### config.mk
export PLATFORM = sky130hd
export DESIGN_NAME = a51_stream_decryptor
export DESIGN_NICKNAME = d
export VERILOG_FILES = /design/src/rtl/a51_stream_decryptor.sv
export SDC_FILE = /design/constraint.sdc
export NUM_CORES = 1
export LEC_CHECK = 0
export CORE_MARGIN = 2
export CORE_UTILIZATION = 63
export CTS_CLUSTER_SIZE = 14
export DETAILED_ROUTE_END_ITERATION = 16
export DONT_BUFFER_PORTS = 1
export PLACE_DENSITY_LB_ADDON = 0.15
export SLEW_MARGIN = 20
export SYNTH_ARGS = -nofsm -noshare
export SYNTH_HDL_FRONTEND = slang
export SYNTH_SLANG_ARGS = --single-unit
### constraint.sdc
create_clock -name clk_i -period 4.9 [get_ports clk_i]
set_input_delay 0.98 -clock clk_i [delete_from_list [all_inputs] [get_ports clk_i]]
set_output_delay 0.98 -clock clk_i [all_outputs]
set_load 0.05 [all_outputs]
### src/rtl/a51_stream_decryptor.sv
// A5/1 stream decryptor: regenerates the keystream from key/frame and XORs it onto incoming bytes.
// Optional keystream debug tap enabled by defining A51_KEYSTREAM_TAP_EN.
//
// state        | meaning
// S_IDLE       | registers hold, waiting for start
// S_LOAD_KEY   | 64 cycles, all registers shift, key bit injected
// S_LOAD_FRAME | 22 cycles, all registers shift, frame bit injected
// S_MIX        | MIX_CYCLES majority-clocked cycles, keystream discarded
// S_WAIT       | in_ready high, waiting for an encrypted byte
// S_GEN        | 8 majority-clocked cycles, keystream XORed MSB first
// S_HOLD       | out_valid high until out_ready
module a51_stream_decryptor #(
  parameter int MIX_CYCLES = 100
) (
  input  logic        clk_i,
  input  logic        rst_ni,
  input  logic        start_i,
  input  logic [63:0] key_i,
  input  logic [21:0] frame_i,
  input  logic [7:0]  in_data_i,
  input  logic        in_valid_i,
  output logic        in_ready_o,
  output logic [7:0]  out_data_o,
  output logic        out_valid_o,
  input  logic        out_ready_i,
  output logic        busy_o
`ifdef A51_KEYSTREAM_TAP_EN
  ,
  output logic        ks_bit_o,
  output logic        ks_valid_o
`endif
);

  localparam int CNT_W = $clog2((MIX_CYCLES > 64) ? MIX_CYCLES : 64);

  typedef enum logic [2:0] {
    S_IDLE, S_LOAD_KEY, S_LOAD_FRAME, S_MIX, S_WAIT, S_GEN, S_HOLD
  } state_e;

  state_e            state_q, state_d;
  logic [CNT_W-1:0]  cnt_q, cnt_d;
  logic [18:0]       x_q, x_d, x_sh, x_maj;
  logic [21:0]       y_q, y_d, y_sh, y_maj;
  logic [22:0]       z_q, z_d, z_sh, z_maj;
  logic [85:0]       sh_q, sh_d;
  logic [7:0]        byte_q, byte_d;
  logic              inj, maj, ks;

  // Key then frame bits leave the LSB of one shift register, so both load phases share the injector.
  assign inj  = (state_q == S_LOAD_KEY || state_q == S_LOAD_FRAME) ? sh_q[0] : 1'b0;
  assign x_sh = {x_q[17:0], x_q[18] ^ x_q[17] ^ x_q[16] ^ x_q[13] ^ inj};
  assign y_sh = {y_q[20:0], y_q[21] ^ y_q[20] ^ inj};
  assign z_sh = {z_q[21:0], z_q[22] ^ z_q[21] ^ z_q[20] ^ z_q[7] ^ inj};

  assign maj   = (x_q[8] & y_q[10]) | (x_q[8] & z_q[10]) | (y_q[10] & z_q[10]);
  assign x_maj = (x_q[8]  == maj) ? x_sh : x_q;
  assign y_maj = (y_q[10] == maj) ? y_sh : y_q;
  assign z_maj = (z_q[10] == maj) ? z_sh : z_q;
  assign ks    = x_maj[18] ^ y_maj[21] ^ z_maj[22];

  always_ff @(posedge clk_i or negedge rst_ni) begin
    if (!rst_ni) state_q <= S_IDLE;
    else         state_q <= state_d;
  end

  always_comb begin
    state_d = state_q;
    cnt_d   = cnt_q;
    x_d     = x_q;
    y_d     = y_q;
    z_d     = z_q;
    sh_d    = sh_q;
    byte_d  = byte_q;
    unique case (state_q)
      S_IDLE: ;
      S_LOAD_KEY, S_LOAD_FRAME: begin
        x_d  = x_sh;
        y_d  = y_sh;
        z_d  = z_sh;
        sh_d = sh_q >> 1;
        if (cnt_q == '0) begin
          state_d = (state_q == S_LOAD_KEY) ? S_LOAD_FRAME : S_MIX;
          cnt_d   = (state_q == S_LOAD_KEY) ? CNT_W'(21) : CNT_W'(MIX_CYCLES - 1);
        end else begin
          cnt_d = cnt_q - 1'b1;
        end
      end
      S_MIX, S_GEN: begin
        x_d = x_maj;
        y_d = y_maj;
        z_d = z_maj;
        // Rotate left with the keystream folded into the outgoing MSB: bit k lands on bit 7-k.
        if (state_q == S_GEN) byte_d = {byte_q[6:0], byte_q[7] ^ ks};
        if (cnt_q == '0) state_d = (state_q == S_MIX) ? S_WAIT : S_HOLD;
        else             cnt_d   = cnt_q - 1'b1;
      end
      S_WAIT: begin
        if (in_valid_i) begin
          state_d = S_GEN;
          byte_d  = in_data_i;
          cnt_d   = CNT_W'(7);
        end
      end
      S_HOLD: begin
        if (out_ready_i) state_d = S_WAIT;
      end
      default: state_d = S_IDLE;
    endcase
    if (start_i) begin
      state_d = S_LOAD_KEY;
      cnt_d   = CNT_W'(63);
      x_d     = '0;
      y_d     = '0;
      z_d     = '0;
      sh_d    = {frame_i, key_i};
    end
  end

  always_ff @(posedge clk_i or negedge rst_ni) begin
    if (!rst_ni) begin
      cnt_q  <= '0;
      x_q    <= '0;
      y_q    <= '0;
      z_q    <= '0;
      sh_q   <= '0;
      byte_q <= '0;
    end else begin
      cnt_q  <= cnt_d;
      x_q    <= x_d;
      y_q    <= y_d;
      z_q    <= z_d;
      sh_q   <= sh_d;
      byte_q <= byte_d;
    end
  end

  assign in_ready_o  = (state_q == S_WAIT);
  assign out_valid_o = (state_q == S_HOLD);
  assign out_data_o  = byte_q;
  assign busy_o      = (state_q != S_IDLE);

`ifdef A51_KEYSTREAM_TAP_EN
  assign ks_bit_o   = ks;
  assign ks_valid_o = (state_q == S_GEN);
`endif

endmodule

## Yosys cells after proc, flatten, opt, wreduce, memory -nomap -nowiden

Cells that the tools add are included.

| cells by class | value |
|---|---|
| reduce and logical (&&, ||, !) cells | 16 |
| div/mod/pow operators | 0 |
| magnitude comparators | 0 |
| multiplexer cells | 29 |
| add/sub/neg operators | 1 |
| multiply operators | 0 |
| bitwise operators | 18 |
| shifts and indexed selects | 0 |
| eq/ne operators | 20 |

Operator list:

| cell | number |
|---|---|
| 86-bit 2-to-1 mux | 2 |
| 23-bit 2-to-1 mux | 2 |
| 23-bit one-hot mux with 2 select lines | 1 |
| 22-bit 2-to-1 mux | 2 |
| 22-bit one-hot mux with 2 select lines | 1 |
| 19-bit 2-to-1 mux | 2 |
| 19-bit one-hot mux with 2 select lines | 1 |
| 7-bit 2-to-1 mux | 5 |
| 3-bit inequality test (second input constant) | 7 |
| 7-bit one-hot mux with 3 select lines | 1 |
| 8-bit 2-to-1 mux | 2 |
| 8-bit one-hot mux with 2 select lines | 1 |
| 3-bit 2-to-1 mux | 5 |
| 3-bit one-hot mux with 5 select lines | 1 |
| 1-bit XOR | 13 |
| 3-bit equality test (second input constant) | 3 |
| 7-bit logical NOT | 1 |
| 7-bit by 1-bit subtractor with 7-bit output (second input constant) | 1 |
| 3-bit by 2-bit equality test with 1-bit output (second input constant) | 2 |
| 2-bit inequality test (second input constant) | 3 |
| 2-bit AND reduction | 3 |
| 3-bit AND reduction | 2 |
| 3-bit nonzero test | 2 |
| 5-bit AND reduction | 1 |
| other kinds (12) | 20 |

| storage, ports and cells | value |
|---|---|
| output and inout bits | 11 |
| register bits | 168 |
| memory bits (read-only) | 0 |
| memories kept | 0 |
| bits of input ports | 99 |
| latch bits | 0 |
| bits in writable memories | 0 |

## Longest topological paths before layout

| depth | value |
|---|---|
| depth in word-level cells | 10 |
| mapped depth | 8 |
| gate-level depth less buffers | 7 |

## Worst setup path before layout

No wires, ideal clock.

| timing path | value |
|---|---|
| path kind | flip-flop to flip-flop |
| start point | register z_q[10] |
| end point | register y_q[10] |
| stages on the path, launching flop included | 9 |
| library setup time | 0.132 ns |
| path buffers | 1 |
| arrival time | 2.229 ns |
| slack | 2.539 ns |
| cell sequence | dfrtp_1 maj3_1 ha_1 nand2_1 nand2_1 a221oi_2 buf_2 mux2i_1 nor2_1 |

| between the ends | value |
|---|---|
| word-level cells in the longest chain between the ends | 6 |
| elaborated cells between the ends (all ways) | 7 |

Ends and longest elaborated chain:

| item | RTL line | text |
|---|---|---|
| from (decl) | 44 | `logic [22:0] z_q, z_d, z_sh, z_maj;` |
| from (signal assigned) | 131 | `z_q <= z_d;` |
| 1-bit AND | 55 | `assign maj = (x_q[8] & y_q[10]) \| (x_q[8] & z_q[10]) \| (y_q[10] & z_q[10]);` |
| 1-bit OR | 55 |  |
| 1-bit OR (*) | 55 |  |
| 1-bit equality test (*) | 57 | `assign y_maj = (y_q[10] == maj) ? y_sh : y_q;` |
| 3-bit inequality test (no source line) (*) | -- |  |
| 2-bit AND reduction (no source line) (*) | -- |  |
| to (signal assigned) | 130 | `y_q <= y_d;` |
| to (decl) | 43 | `logic [21:0] y_q, y_d, y_sh, y_maj;` |

Mark *: on every way between the ends. The rest lies on a longest branch, timed or not.
A chain may end at the register's enable or synchronous reset.

## Worst setup path after layout

| timing path | value |
|---|---|
| start point | register state_q[2] |
| end point | output out_valid_o |

| between the ends | value |
|---|---|
| word-level cells in the longest chain between the ends | 1 |

Ends and longest elaborated chain:

| item | RTL line | text |
|---|---|---|
| from (decl) | 40 | `state_e state_q, state_d;` |
| from (signal assigned) | 63 | `else state_q <= state_d;` |
| 3-bit equality test | 138 | `assign out_valid_o = (state_q == S_HOLD);` |
| to (decl) | 24 | `output logic out_valid_o,` |

Every way passes these cells.

==> impl_metrics.env <==
export IMPL_crit_required_ns=3.92
export IMPL_cts_tree="built"
export IMPL_hold_viol=0
export IMPL_avgSynthCellArea_um2=10.2
export IMPL_die_area_mm2=0.0135
export IMPL_grt_setup_unrepaired="false"
export IMPL_synth_warnings=0
export IMPL_multi_input_area_mm2=0.00348
export IMPL_final_common_cell="dfrtp_1"
export IMPL_ys_seq_area_share_pct=52.8
export IMPL_ys_seq_elements=168
export IMPL_slowest_stage="nor2_1"
export IMPL_cts_root_buf="clkbuf_16"
export IMPL_critPathKind="flop to output port"
export IMPL_worst_pin_slew_ns=0.978
export IMPL_ys_types=46
export IMPL_fin_tns_setup_ns=0
export IMPL_place_congestion=0.808
export IMPL_drt_iter0_markers=444
export IMPL_synth_area_leaders="dfrtp_1 (53%), mux2i_1 (17%), nand2_1 (7.4%)"
export IMPL_start_util_pct=63.8
export IMPL_fillers=950
export IMPL_grt_start_max_net_pins=246
export IMPL_fin_ws_ns=1.27
export IMPL_synth_edf_count=0
export IMPL_cts_hold_buf=0
export IMPL_area_growth_synth_to_final_pct=7.26
export IMPL_clockBufferDepth=2
export IMPL_io_pins=110
export IMPL_cp_max_fo=21
export IMPL_worst_hold_slack_ns=0.253
export IMPL_ys_flop_type="dfrtp_1"
export IMPL_dp_hpwl_um=9280
export IMPL_place_ws_ns=1.73
export IMPL_placementRows=41
export IMPL_power_leakage_nw=4.50
export IMPL_cpPeakStageDelay_ns=0.87
export IMPL_grt_overflow=0
export IMPL_post_route_period_util_pct=74.0
export IMPL_status="complete, no violations"
export IMPL_clk_latency_ns=0.42
export IMPL_fin_util_pct=68.5
export IMPL_post_cts_buffers=0
export IMPL_antenna_found_initial=0
export IMPL_relSlewSlack_pct=34.6
export IMPL_core_area_mm2=0.0125
export IMPL_path_clk_slew_ns=0.06
export IMPL_critPathLaunchType="flop"
export IMPL_timing_fmax_mhz=276
export IMPL_fin_nets=851
export IMPL_die_y_um=116
export IMPL_drt_first_pass_iters=5
export IMPL_hold_class="input pin to asynchronous set/reset pin"
export IMPL_fin_crit_ns=3.63
export IMPL_synth_cells=777
export IMPL_synth_top_area_share_pct=52.8
export IMPL_clock_sinks=168
export IMPL_path_cells="clkinv_1 > nor2_1"
export IMPL_port_buffers=0
export IMPL_dr_total_vias=5359
export IMPL_drcViolationCount=0
export IMPL_grt_pass1_wl_um=24400
export IMPL_layout_drive_gt1_share_pct=5.80
export IMPL_drt_wl_total_um=14800
export IMPL_wl_per_cell_um=15.9
export IMPL_peakVddDrop_mv=0.197
export IMPL_syn_num_nets=881
export IMPL_crit_family="simple AND/OR/NAND/NOR gates"
export IMPL_crit_arrival_ns=2.65
export IMPL_htreeDepth=4
export IMPL_p_per_area_mw_per_mm2=341
export IMPL_yosysTopAreaCell="dfrtp_1"
export IMPL_final_cell_mix="dfrtp_1 (168), nand2_1 (156), mux2i_1 (139)"
export IMPL_skew_ns=0.00545
export IMPL_worst_path_buf_inv=1
export IMPL_synth_area_mm2=0.00796
export IMPL_seq_area_mm2=0.00420
export IMPL_via_per_inst=5.76
export IMPL_max_cap_violations=0
export IMPL_slew_violations=0
export IMPL_diodes=0
export IMPL_cts_repair_resized=0
export IMPL_die_w_um=116
export IMPL_numCtsBuffers=17
export IMPL_grt_usage_pct=23.0
export IMPL_ant_nets=0
export IMPL_synthArstFlopShare_pct=100
export IMPL_grt_pass1_vias=5096
export IMPL_setup_viol=0
export IMPL_end_kind="output port"
[state kept, by name, summed over array words and instances, names as in the netlist]
| signal | flops |
|---|---|
| out_data_o | 8 |
| sh_q | 86 |
| cnt_q | 7 |
| z_q | 23 |
| x_q | 19 |
| state_q | 3 |
| y_q | 22 |
[layout make-up]
type	count	share of cell area (%)
tap	172	2.52
sequential	168	49.2
inverter	6	0.264
multi-input combinational	549	40.8
timing repair buffer	5	0.586
clock buffer	22	5.44
clock inverter	9	1.17
[cell usage after synthesis, drive strengths merged, types with 3 or more instances]
cell    instances
a211o           3
a211oi          7
a21oi          34
a221o           3
a221oi          3
buf            22
clkbuf         32
dfrtp         168
ha              5
inv             5
mux2i         139
nand2         156
nor2           53
nor3            4
o211ai          3
o21ai         102
xnor2          13
[path summary, 6_finish.rpt]
check / start / to / slack, ns / cells after the start
max in group asynchronous: rst_ni / sh_q[60]$_DFFE_PN0P_ / 4.46 / 0
hold reg to reg: z_q[6]$_DFFE_PN0P_ / z_q[7]$_DFFE_PN0P_ / 0.52 / 2
hold / removal: rst_ni / sh_q[10]$_DFFE_PN0P_ / 0.25 / 0
setup / recovery: state_q[2]$_DFFE_PN0P_ / out_valid_o / 1.27 / 2
min in group clk_i: z_q[6]$_DFFE_PN0P_ / z_q[7]$_DFFE_PN0P_ / 0.52 / 2
setup reg to reg: state_q[2]$_DFFE_PN0P_ / z_q[15]$_DFFE_PN0P_ / 2.28 / 5
[through the flow]
stage / cell area, µm² / std cells / power (mW)
2_1_floorplan: 7960 / 777 / 1.65
3_3_place_gp: 7970 / 900 / 1.64
3_5_place_dp: 7970 / 900 / 1.66
4_1_cts: 8540 / 931 / 2.95
5_1_grt: 8540 / 931 / 3.03
6_report: 8540 / 931 / 2.91
[report_power, final]
group / internal (mW) / leakage (nW) / switching [mW]
clock network: 0.770 / 0.276 / 0.516
logic: 0.0601 / 2.07 / 0.0574
registers: 1.46 / 2.16 / 0.0507
total: 2.29 / 4.50 / 0.624
[logic make-up after synthesis]
group                      count (synthesis)  synth area share [%]
AOI/OAI and AO/OA                        165                  11.9
DFF                                      168                  52.8
adders and majority gates                  6                 0.912
xor gates and xnor gates                  13                  1.43
muxes                                    139                  17.5
and+or+nand+nor                          226                  11.5
buffers and inverters                     60                  3.95
[layer usage]
layer / part of all wire [%] / vias to the layer above / global-route usage (%)
met2: 49 / 97 / 37.2
met4: 1.3 / 0 / 7.06
li1: - / 2615 / -
met1: 45 / 2630 / 30.4
met3: 5.1 / 17 / 6.59
met5: 0 / - / 0
(Power assumes the default switching activity.)
==> patch: new RTL, config.mk and constraints unchanged <==
Add an input register stage for `key_i`, cleared by the reset; this delays it by one clock. The other inputs are not delayed to match.
--- a/src/rtl/a51_stream_decryptor.sv
+++ b/src/rtl/a51_stream_decryptor.sv
@@ -36,6 +36,16 @@
   typedef enum logic [2:0] {
     S_IDLE, S_LOAD_KEY, S_LOAD_FRAME, S_MIX, S_WAIT, S_GEN, S_HOLD
   } state_e;
+
+  logic [63:0] key_q;
+
+  always_ff @(posedge clk_i or negedge rst_ni) begin
+    if (!rst_ni) begin
+      key_q <= '0;
+    end else begin
+      key_q <= key_i;
+    end
+  end
 
   state_e            state_q, state_d;
   logic [CNT_W-1:0]  cnt_q, cnt_d;
@@ -112,7 +122,7 @@
       x_d     = '0;
       y_d     = '0;
       z_d     = '0;
-      sh_d    = {frame_i, key_i};
+      sh_d    = {frame_i, key_q};
     end
   end
 
Behaviour: no difference found for any inputs over 10 cycles, from zero or initial values and one cycle with rst_ni low; that may be too few to reach the edited logic, so the function may still have changed.
==> patch against the original RTL <==
- fmax rose by 8.6%
- sequential cell count rose by 64
- design area rose by 21%
- critical endpoint unchanged
- worst setup slack improved by 290 ps
- register-to-register slack improved by 120 ps
- routed wire length rose by 1.1%
- area after synthesis rose by 20%
- power rose by 36%
==> patch: results (changes against the original RTL) <==
Synth Area in XOR/XNOR=1.191% (was 1.431%); Lkg Pwr=5.372 nW (was 4.503 nW); gr usage total=19.31% (was 22.97%); top cells by count, synth=dfrtp_1, nand2_1, mux2i_1 (unchanged); DP Cell Count=973 (was 900); ranking of synthesized cells by area=dfrtp_1, mux2i_1, nand2_1, o21ai_0, nor2_1 (unchanged); initial antenna violation count=1 (was 0); multiplexer share of the synthesized area=14.34% (was 17.48%); adder-cell share of the synthesized area=0.7589% (was 0.9118%); biggest regs=sh_q: 86 flops, key_q: 64 flops, z_q: 23 flops (was sh_q: 86 flops, z_q: 23 flops, y_q: 22 flops); synthesized net count=939 (was 881); CTS HTree Levels=1 (was 4); Worst R2R Start=y_q[10]$_DFFE_PN0P_ (was state_q[2]$_DFFE_PN0P_); compound-gate portion of the synthesized area=9.852% (was 11.87%); crit-path max FO=27 (was 21); GR Util met2=30.55% (was 37.21%); layout cells sized above 1=6.884% (was 5.797%); First DRT Iteration DRCs=307 (was 444); DP Area=9548 µm² (was 7973 µm²); DP HPWL=8860 µm (was 9281 µm); met3 Use GR=4.271% (was 6.591%); GR Layer Usage met1=27.83% (was 30.36%); drt wl/cell=14.72 µm (was 15.92 µm); critical path data arrival time=2360 ps (was 2650 ps); Routed met3 length=725 µm (was 749 µm); Skew-Pair Late Insertion Delay=510 ps (was 420 ps); Pint=3.144 mW (was 2.291 mW); WL met1=6899 µm (was 6670 µm); clk_skew=13.03 ps (was 5.454 ps); Final nets=915 (was 851); CTS Buf Count=24 (was 17); status=finished clean (unchanged); CTS max path bufs=3 (was 2); met2 wire length=7153 µm (was 7214 µm); sequential area share after synthesis=60.71% (was 52.82%); Max IR drop VDD=0.0003378 V (was 0.0001971 V); capturing point of the worst reg2reg path=z_q[21]$_DFFE_PN0P_ (was z_q[15]$_DFFE_PN0P_); worst relative slew slack=37.18% (was 34.58%); first-pass GRT wire length=26260 µm (was 24450 µm); reg-to-reg slack, setup=2400 ps (was 2280 ps); DR vias=5710 (was 5359); syn_area_per_cell=11.45 µm² (was 10.24 µm²); worst r2r path cells=6 (was 5); via count of the first global-routing pass=5603 (was 5096); distinct cell type count after synthesis=44 (was 46); GPL Wtd Cong=0.7610 (was 0.8083); aggregate routed wire length=14990 µm (was 14820 µm)
patch: layout make-up:
| type | count | area [µm²] |
|---|---|---|
| sequential | 232 | 5806 |
| fill | 1087 | 4677 |
| multi-input combinational | 544 | 3446 |
| clock buffer | 32 | 670.6 |
| tap | 188 | 235.2 |
| clock inverter | 11 | 132.6 |
| timing repair buffer | 4 | 42.54 |
| inverter | 5 | 18.77 |
| antenna | 2 | 5.005 |
patch: metrics by stage:
step,setup WS [ps],hold slack [ps]
finish,1560,170.3
floorplan,2293,429.6
detailed placement,2094,442.1
global route,1399,138.9
CTS,1558,145.4
global placement,2157,434.5
patch: power groups by stage:
stage          clock network (mW)  registers [mW]  logic [mW]
2_1_floorplan                   0            2.09       0.113
3_3_place_gp                    0            2.10      0.0994
3_5_place_dp                    0            2.11       0.107
4_1_cts                      1.83            2.07       0.108
5_1_grt                      1.91            2.08       0.126
6_report                     1.78            2.07       0.105
patch: worst max-delay path, stage by stage (launching register included):
cell	delay (ps)
dfrtp_1	950
nand2_1	170
nor2_1	730
